File: src/rtl/pll_lock_sequencer.sv
// pll_lock_sequencer
//   Brings a PLL out of reset, waits for lock, requires the lock to hold
//   steadily for a settle window, then releases the core-domain reset and
//   flags ready. Lock loss while running restarts the sequence. A lock wait
//   that times out restarts it too, up to a bounded number of attempts,
//   after which the block parks in FAIL until relock_req or rst.
//
// Ports
//   refclk      in   free-running reference clock, the only clock
//   rst         in   asynchronous active-high reset
//   pll_locked  in   PLL lock flag, asynchronous to refclk
//   relock_req  in   single-cycle request to restart from any state
//   pll_rst     out  PLL reset, high only in RESET_PLL
//   core_rst    out  downstream reset, low only in RUN
//   ready       out  high only in RUN
//   fail        out  high only in FAIL
//   state_o     out  current state (0 RESET_PLL .. 4 FAIL)
//   retry_cnt   out  failed lock attempts since the last RUN
//   loss_cnt    out  lock-loss events seen in RUN, saturating, cleared by rst

module pll_lock_sequencer #(
    parameter int RST_CYCLES     = 16,
    parameter int TIMEOUT_CYCLES = 74250,
    parameter int SETTLE_CYCLES  = 1024,
    parameter int MAX_RETRIES    = 7,
    parameter int SYNC_STAGES    = 2,
    parameter int CNT_W          = 20
) (
    input  logic       refclk,
    input  logic       rst,
    input  logic       pll_locked,
    input  logic       relock_req,
    output logic       pll_rst,
    output logic       core_rst,
    output logic       ready,
    output logic       fail,
    output logic [2:0] state_o,
    output logic [2:0] retry_cnt,
    output logic [7:0] loss_cnt
);

    typedef enum logic [2:0] {
        RESET_PLL = 3'd0,
        WAIT_LOCK = 3'd1,
        SETTLE    = 3'd2,
        RUN       = 3'd3,
        FAIL      = 3'd4
    } state_t;

    localparam logic [CNT_W-1:0] RST_LAST    = CNT_W'(RST_CYCLES - 1);
    localparam logic [CNT_W-1:0] TO_LAST     = CNT_W'(TIMEOUT_CYCLES - 1);
    localparam logic [CNT_W-1:0] SETTLE_LAST = CNT_W'(SETTLE_CYCLES - 1);
    localparam logic [2:0]       MAX_R       = 3'(MAX_RETRIES);

    state_t                 state_q, state_d;
    logic [CNT_W-1:0]       timer_q, timer_d;
    logic [2:0]             retry_q, retry_d;
    logic [7:0]             loss_q, loss_d;
    logic [SYNC_STAGES-1:0] sync_q;
    logic                   lk;

    logic pll_rst_q, pll_rst_d;
    logic core_rst_q, core_rst_d;
    logic ready_q, ready_d;
    logic fail_q, fail_d;

    // pll_locked is asynchronous; every decision uses the last sync stage.
    assign lk = sync_q[SYNC_STAGES-1];

    // State, counters, synchronizer and registered outputs.
    always_ff @(posedge refclk or posedge rst) begin
        if (rst) begin
            state_q    <= RESET_PLL;
            timer_q    <= '0;
            retry_q    <= '0;
            loss_q     <= '0;
            sync_q     <= '0;
            pll_rst_q  <= 1'b1;
            core_rst_q <= 1'b1;
            ready_q    <= 1'b0;
            fail_q     <= 1'b0;
        end else begin
            state_q    <= state_d;
            timer_q    <= timer_d;
            retry_q    <= retry_d;
            loss_q     <= loss_d;
            sync_q     <= {sync_q[SYNC_STAGES-2:0], pll_locked};
            pll_rst_q  <= pll_rst_d;
            core_rst_q <= core_rst_d;
            ready_q    <= ready_d;
            fail_q     <= fail_d;
        end
    end

    // Next-state logic. One shared timer serves every timed state; it is
    // zeroed on each transition so every state starts counting from 0.
    always_comb begin
        state_d = state_q;
        timer_d = timer_q;
        retry_d = retry_q;
        loss_d  = loss_q;
        case (state_q)
            RESET_PLL: begin
                if (timer_q == RST_LAST) begin
                    state_d = WAIT_LOCK;
                    timer_d = '0;
                end else begin
                    timer_d = timer_q + CNT_W'(1);
                end
            end
            WAIT_LOCK: begin
                // Lock takes precedence over a coincident timeout.
                if (lk) begin
                    state_d = SETTLE;
                    timer_d = '0;
                end else if (timer_q == TO_LAST) begin
                    timer_d = '0;
                    if (retry_q < MAX_R) begin
                        state_d = RESET_PLL;
                        if (retry_q != 3'd7) retry_d = retry_q + 3'd1;
                    end else begin
                        state_d = FAIL;
                    end
                end else begin
                    timer_d = timer_q + CNT_W'(1);
                end
            end
            SETTLE: begin
                // A bounce restarts the lock wait without costing a retry.
                if (!lk) begin
                    state_d = WAIT_LOCK;
                    timer_d = '0;
                end else if (timer_q == SETTLE_LAST) begin
                    state_d = RUN;
                    timer_d = '0;
                    retry_d = '0;
                end else begin
                    timer_d = timer_q + CNT_W'(1);
                end
            end
            RUN: begin
                if (!lk) begin
                    state_d = RESET_PLL;
                    timer_d = '0;
                    if (loss_q != 8'hFF) loss_d = loss_q + 8'd1;
                end
            end
            FAIL: begin
            end
            default: begin
                state_d = RESET_PLL;
                timer_d = '0;
            end
        endcase
        // relock_req overrides the destination; a coincident RUN lock loss
        // has already been counted above.
        if (relock_req) begin
            state_d = RESET_PLL;
            timer_d = '0;
            retry_d = '0;
        end
    end

    // Output decode of the next state, so the registered outputs always
    // match the state they are registered alongside.
    always_comb begin
        pll_rst_d  = (state_d == RESET_PLL);
        core_rst_d = (state_d != RUN);
        ready_d    = (state_d == RUN);
        fail_d     = (state_d == FAIL);
    end

    assign pll_rst   = pll_rst_q;
    assign core_rst  = core_rst_q;
    assign ready     = ready_q;
    assign fail      = fail_q;
    assign state_o   = state_q;
    assign retry_cnt = retry_q;
    assign loss_cnt  = loss_q;

endmodule

File: config.mk
export PLATFORM = sky130hd
export DESIGN_NAME = pll_lock_sequencer
export DESIGN_NICKNAME = d
export VERILOG_FILES = /design/src/rtl/pll_lock_sequencer.sv
export SDC_FILE = /design/constraint.sdc
export NUM_CORES = 1
export LEC_CHECK = 0
export BUFFER_PORTS_ARGS = -buffer_cell sky130_fd_sc_hd__buf_4
export CAP_MARGIN = 20
export CORE_MARGIN = 2
export CORE_UTILIZATION = 58
export DETAILED_ROUTE_END_ITERATION = 16
export GPL_ROUTABILITY_DRIVEN = 0
export PLACE_DENSITY = 0.79
export SLEW_MARGIN = 30
export SYNTH_ARGS = -nofsm -noshare
export SYNTH_HDL_FRONTEND = slang
export SYNTH_SLANG_ARGS = --single-unit
File: constraint.sdc
create_clock -name refclk -period 2.75 [get_ports refclk]
set_input_delay 0 -clock refclk [delete_from_list [all_inputs] [get_ports refclk]]
set_output_delay 0 -clock refclk [all_outputs]
set_load 0.02 [all_outputs]
# Yosys cells after proc, flatten, opt, wreduce, memory -nomap -nowiden
# Cells that the tools add are included.
[classes] addsub=3 order_cmp=1 eq_ne=20 muxes=25 n_bitwise=1 n_reduce_logical=6
[ops] cell="$mux W20" n=7
[ops] cell="$pmux W20 S5" n=1
[ops] cell="$mux W3" n=15
[ops] cell="$ne A3 B3 Y1 const B" n=8
[ops] cell="$add A20 B1 Y20 const B" n=1
[ops] cell="$eq A20 B10 Y1 const B" n=1
[ops] cell="$eq A20 B17 Y1 const B" n=1
[ops] cell="$eq A20 B4 Y1 const B" n=1
[ops] cell="$pmux W3 S5" n=1
[ops] cell="$eq A3 B2 Y1 const B" n=3
[ops] cell="$add A8 B1 Y8 const B" n=1
[ops] cell="$ne A8 B8 Y1 const B" n=1
[ops] cell="$reduce_and A7 Y1" n=1
[ops] cell="$eq A3 B3 Y1 const B" n=2
[ops] cell="$logic_not A3 Y1" n=2
[ops] cell="$pmux W3 S2" n=1
[ops] cell="$add A3 B1 Y3 const B" n=1
[ops] cell="$eq A3 B1 Y1 const B" n=1
[ops] cell="$lt A3 B3 Y1 const B" n=1
[ops] cell="$ne A3 B2 Y1 const B" n=1
[ops] cell="$reduce_and A3 Y1" n=1
[ops] cell="$reduce_bool A3 Y1" n=1
[ops] cell="$ne A2 B2 Y1 const B" n=1
[ops] cell="$reduce_and A2 Y1" n=1
[ops] cell="$not A1 Y1" n=1
[totals] regBits=40 in_bits=4 out_inout_bits=18 wordCells=65

# Logic depth before layout (Yosys ltp)
[depth] depth_word=7 mapped_depth=8 mapped_depth_nobuf=7

# Least setup slack after synthesis
# OpenSTA, ideal clock, no wires.
[synth_timing] path_type="flip-flop to flip-flop" start="reg timer_q[15]" end="reg timer_q[12]" setup_time_ns=0.119 arrival_ns=2.224 t_required_ns=2.631 path_slack_ns=0.408 path_stages_with_launch=7 n_path_buf=1 period_less_slack_ns=2.342 cell_sequence="dfrtp_1 -> or4_1 -> or2_1 -> o31a_1 -> nor4_4 -> buf_6 -> nor2_1"
[synth_between] elab_chain_cells=5 elab_cells_between_ends=10 classes_between="3 x eq/ne; 7 x mux"
[synth_lines] item="start, declared" line="56" rtl="logic [CNT_W-1:0] timer_q, timer_d;"
[synth_lines] item="start signal, assigned" line="84" rtl="timer_q <= timer_d;"
[synth_lines] item="$eq A20 B10 Y1 / $eq A20 B17 Y1 (equally long branches)" line="133, 116"
[synth_lines] item="$mux W20, on equally long branches" line="133, 116"
[synth_lines] item="$mux W20, on equally long branches" line="130, 113"
[synth_lines] item="$pmux W20 S5 (*)" line="102" rtl="case (state_q)"
[synth_lines] item="$mux W20 (*)" line="157" rtl="if (relock_req) begin"
# Every way passes the cells marked *; elsewhere a longest branch is shown, timed or not.
# A chain may end at the register's enable or synchronous reset.

# Final worst setup path
[layout_timing] start="reg timer_q[15]" end="reg timer_q[10]"
# The elaborated chain is that of the path after synthesis.

==> run summary <==
=========================================================================================
Placement Rows                                                                         21
Post-layout instance count excluding filler cells                                     292
Vias                                                                                 1661
Category of the worst setup path launch point                                   flip-flop
Layout fillers                                                                        290
Peak supply drop                                                                0.6162 mV
Max_slew headroom                                                                  0.5897
Commonest non-fill, non-tap cells in the layout                              38 x sky130_fd_sc_hd__dfrtp_1, 26 x sky130_fd_sc_hd__nor2_1, 26 x sky130_fd_sc_hd__buf_4
DIE AREA                                                                     0.004136 mm2
Post-detailed-route count of antenna-violating nets                                     0
Setup TNS                                                                            0 ns
Number of endpoints with negative hold slack in the final report                        0
Area of the mapped netlist                                                   0.002110 mm2
Top_reg_cell synth                                                           sky130_fd_sc_hd__dfrtp_1
Total Routed Length                                                               4083 um
Number of warnings printed during yosys synthesis                                       0
Most frequent standard cell in the layout excluding fill and tap cells       sky130_fd_sc_hd__dfrtp_1
FMAX                                                                            414.2 MHz
Number of flops mapped to enable cells by yosys                                         0
Minimum period implied by the final worst setup slack                            2.415 ns
Violation count after the first detailed-routing iteration                            159
Clk buf depth                                                                           2
Post-detailed-route DRC marker count                                                    0
Reported max-cap violation count                                                        0
Standard cell with the maximum stage delay on the critical path              sky130_fd_sc_hd__or4_1
First-pass GRT wire length                                                        7072 um
Clock-pin slew on the worst setup and hold paths                                  0.12 ns
Detailed-placement wirelength estimate                                            2844 um
Netlist cell types                                                                     46
Required time of the critical path                                                2.98 ns
Final setup skew                                                               0.01105 ns
Leakage power                                                                 0.001082 uW
Post-synthesis net count                                                              224
Number of global-route vias before repair                                            1545
Ratio of final minimum period to clock period                                      0.8780
Height of the chip                                                               64.31 um
Per-instance average area after synthesis                                       9.812 um2
Starting Density                                                                   0.6176
Hold path startpoint                                                           pll_locked
Number of buffers added by the clock tree synthesis step                                5
Type of the setup path with the least slack                                  flip-flop to flip-flop
Maximum number of pins on one net before global-route repair                           41
Via-to-Cell Ratio                                                                   5.688
Total routing usage reported by global routing                                     0.2240
Total number of clock tree sinks                                                       40
Total power per unit cell area                                               430.5 mW/mm2
R2R Path Start                                                                timer_q[15]
Global route total overflow                                                             0
Depth of the worst register-to-register path                                            6
Core Box Area                                                                0.003416 mm2
Status                                                                       finished clean
Capturing point of the worst reg2reg path                                     timer_q[10]
Ordered list of cells on the worst path                                      or4_1, or2_1, o31a_1, nor4_4, buf_4, o22ai_1
Area added between synthesis and finish                                            16.19%
Clk_lat worst skew                                                                0.35 ns
Number of antenna cells inserted                                                        0
I/O pin count                                                                          22
Min-Delay Path Depth                                                                    2
Largest fanout of any net on the critical path                                         18
Port Buffers                                                                           21
Overall die width                                                                64.31 um
Path category of the worst min-delay check                                   input pin to flip-flop
Synthesis-stage register bit count                                                     40
Measured slew at the worst slew-check pin                                       0.6068 ns
Number of endpoints failing setup at the final stage                                    0
Arrival time reported for the critical path endpoint                              2.64 ns
Register-to-register setup slack                                                  0.34 ns
Proportion of register bits with asynchronous set or reset after synthesis          1.000
Critical Path Sink Type                                                         flip-flop
Share of layout cells above drive strength 1                                       0.1707
Family with the most delay on the worst path                                 simple AND/OR/NAND/NOR gates
Combined buffer and inverter count along the critical path                              1
Final Max Slew Viols                                                                    0
DR pass1 iterations                                                                     4
Part of the Yosys area used for sequential elements                                0.4757
CP max stage delay                                                                0.60 ns
Final total power                                                                 1055 uW
# placed instances                                                                    281
Setup repair after global routing missed its margin                                    no
Syn Inst Count                                                                        215
Worst Hold Endpoint                                                             sync_q[0]
CTS H-Tree Depth                                                                        2
Clock root buffer                                                            sky130_fd_sc_hd__clkbuf_4
CTS tree                                                                            built
Initial antenna violation count                                                         0
Detail-routed net length per standard cell                                       13.98 um
Final nets                                                                            254
=========================================================================================
stage by stage:
stage	setup slack (ns)	util	hold slack (ns)	instance area, um2
2_1_floorplan	0.4077	-	0.03143	2110
3_3_place_gp	0.4247	0.6824	0.1102	2331
3_5_place_dp	0.3508	0.6824	0.1105	2331
4_1_cts	0.3307	0.7176	0.2749	2451
5_1_grt	0.2098	0.7176	0.2635	2451
6_report	0.3355	0.7176	0.2905	2451
layout make-up:
class	instances	area, um2	share of cell area
Tap cell	46	57.56	0.02348
Timing Repair Buffer	29	225.2	0.09188
Multi-Input combinational cell	161	1045	0.4262
Clock inverter	2	38.79	0.01582
Inverter	8	30.03	0.01225
Sequential cell	40	1003	0.4094
Clock buffer	6	51.30	0.02093
synth_stat cells (4+ instances only):
master                     count  area [um2]
sky130_fd_sc_hd__xnor2_1      19       166.4
sky130_fd_sc_hd__or4_1         4       30.03
sky130_fd_sc_hd__a21oi_1       6       30.03
sky130_fd_sc_hd__clkbuf_1      4       15.01
sky130_fd_sc_hd__dfrtp_1      38       950.9
sky130_fd_sc_hd__nor4_1        7       43.79
sky130_fd_sc_hd__nand4_1       6       37.54
sky130_fd_sc_hd__nor3_1       12       60.06
sky130_fd_sc_hd__nor2_1       26       97.59
sky130_fd_sc_hd__nand2_1      13       48.80
sky130_fd_sc_hd__ha_1          5       62.56
sky130_fd_sc_hd__nand3_1      12       60.06
sky130_fd_sc_hd__inv_1         8       30.03
state kept, by name (all words and copies together) (netlist names):
signal / cells
timer_q: 20
pll_rst: 1
core_rst: 1
loss_cnt: 8
ready: 1
state_o: 3
retry_cnt: 3
sync_q: 2
fail: 1
cell families after synthesis:
| family | share of synthesized area |
|---|---|
| AO/OA/AOI/OAI | 0.06762 |
| buffers and inverters | 0.02906 |
| multiplexers | 0.01483 |
| XOR/XNOR | 0.09134 |
| adder cells (fa/ha/maj) | 0.02966 |
| flip-flops | 0.4757 |
| AND/OR/NAND/NOR | 0.2918 |
worst register-to-register path, stage by stage, from the launching register on:
cell and delay (ns):
sky130_fd_sc_hd__dfrtp_1 0.45, sky130_fd_sc_hd__or4_1 0.60, sky130_fd_sc_hd__or2_1 0.29, sky130_fd_sc_hd__o31a_1 0.33, sky130_fd_sc_hd__nor4_4 0.27, sky130_fd_sc_hd__buf_4 0.25
sky130_fd_sc_hd__o22ai_1 0.10
per-layer routing:
layer / wire length, um / up-vias / track usage
met4: 62 / 0 / 0.07181
met3: 166 / 7 / 0.05282
li1: - / 833 / -
met5: 0 / - / 0
met1: 1878 / 786 / 0.2990
met2: 1975 / 35 / 0.3620
power breakdown:
part	switching (uW)	internal (uW)
combinational	26.5	16.0
clock	194	218
sequential	7.23	594
total	228	828
what timing repair did:
action,in CTS,in global routing
buffers inserted,0,0
hold buffers,3,0
gates resized for setup,0,0
hold endpoints to repair,42,0
worst max-delay path by stage:
stage | endpoint | cells past startpoint | slack, ns | from
after floorplan | timer_q[12] | 6 | 0.41 | timer_q[15]
after global placement | timer_q[10] | 6 | 0.42 | timer_q[15]
after detailed placement | timer_q[10] | 6 | 0.35 | timer_q[15]
after CTS | timer_q[10] | 6 | 0.33 | timer_q[15]
after global routing | timer_q[10] | 6 | 0.21 | timer_q[15]
final | timer_q[10] | 6 | 0.34 | timer_q[15]
No activity file was read; power rests on OpenSTA's default activity.
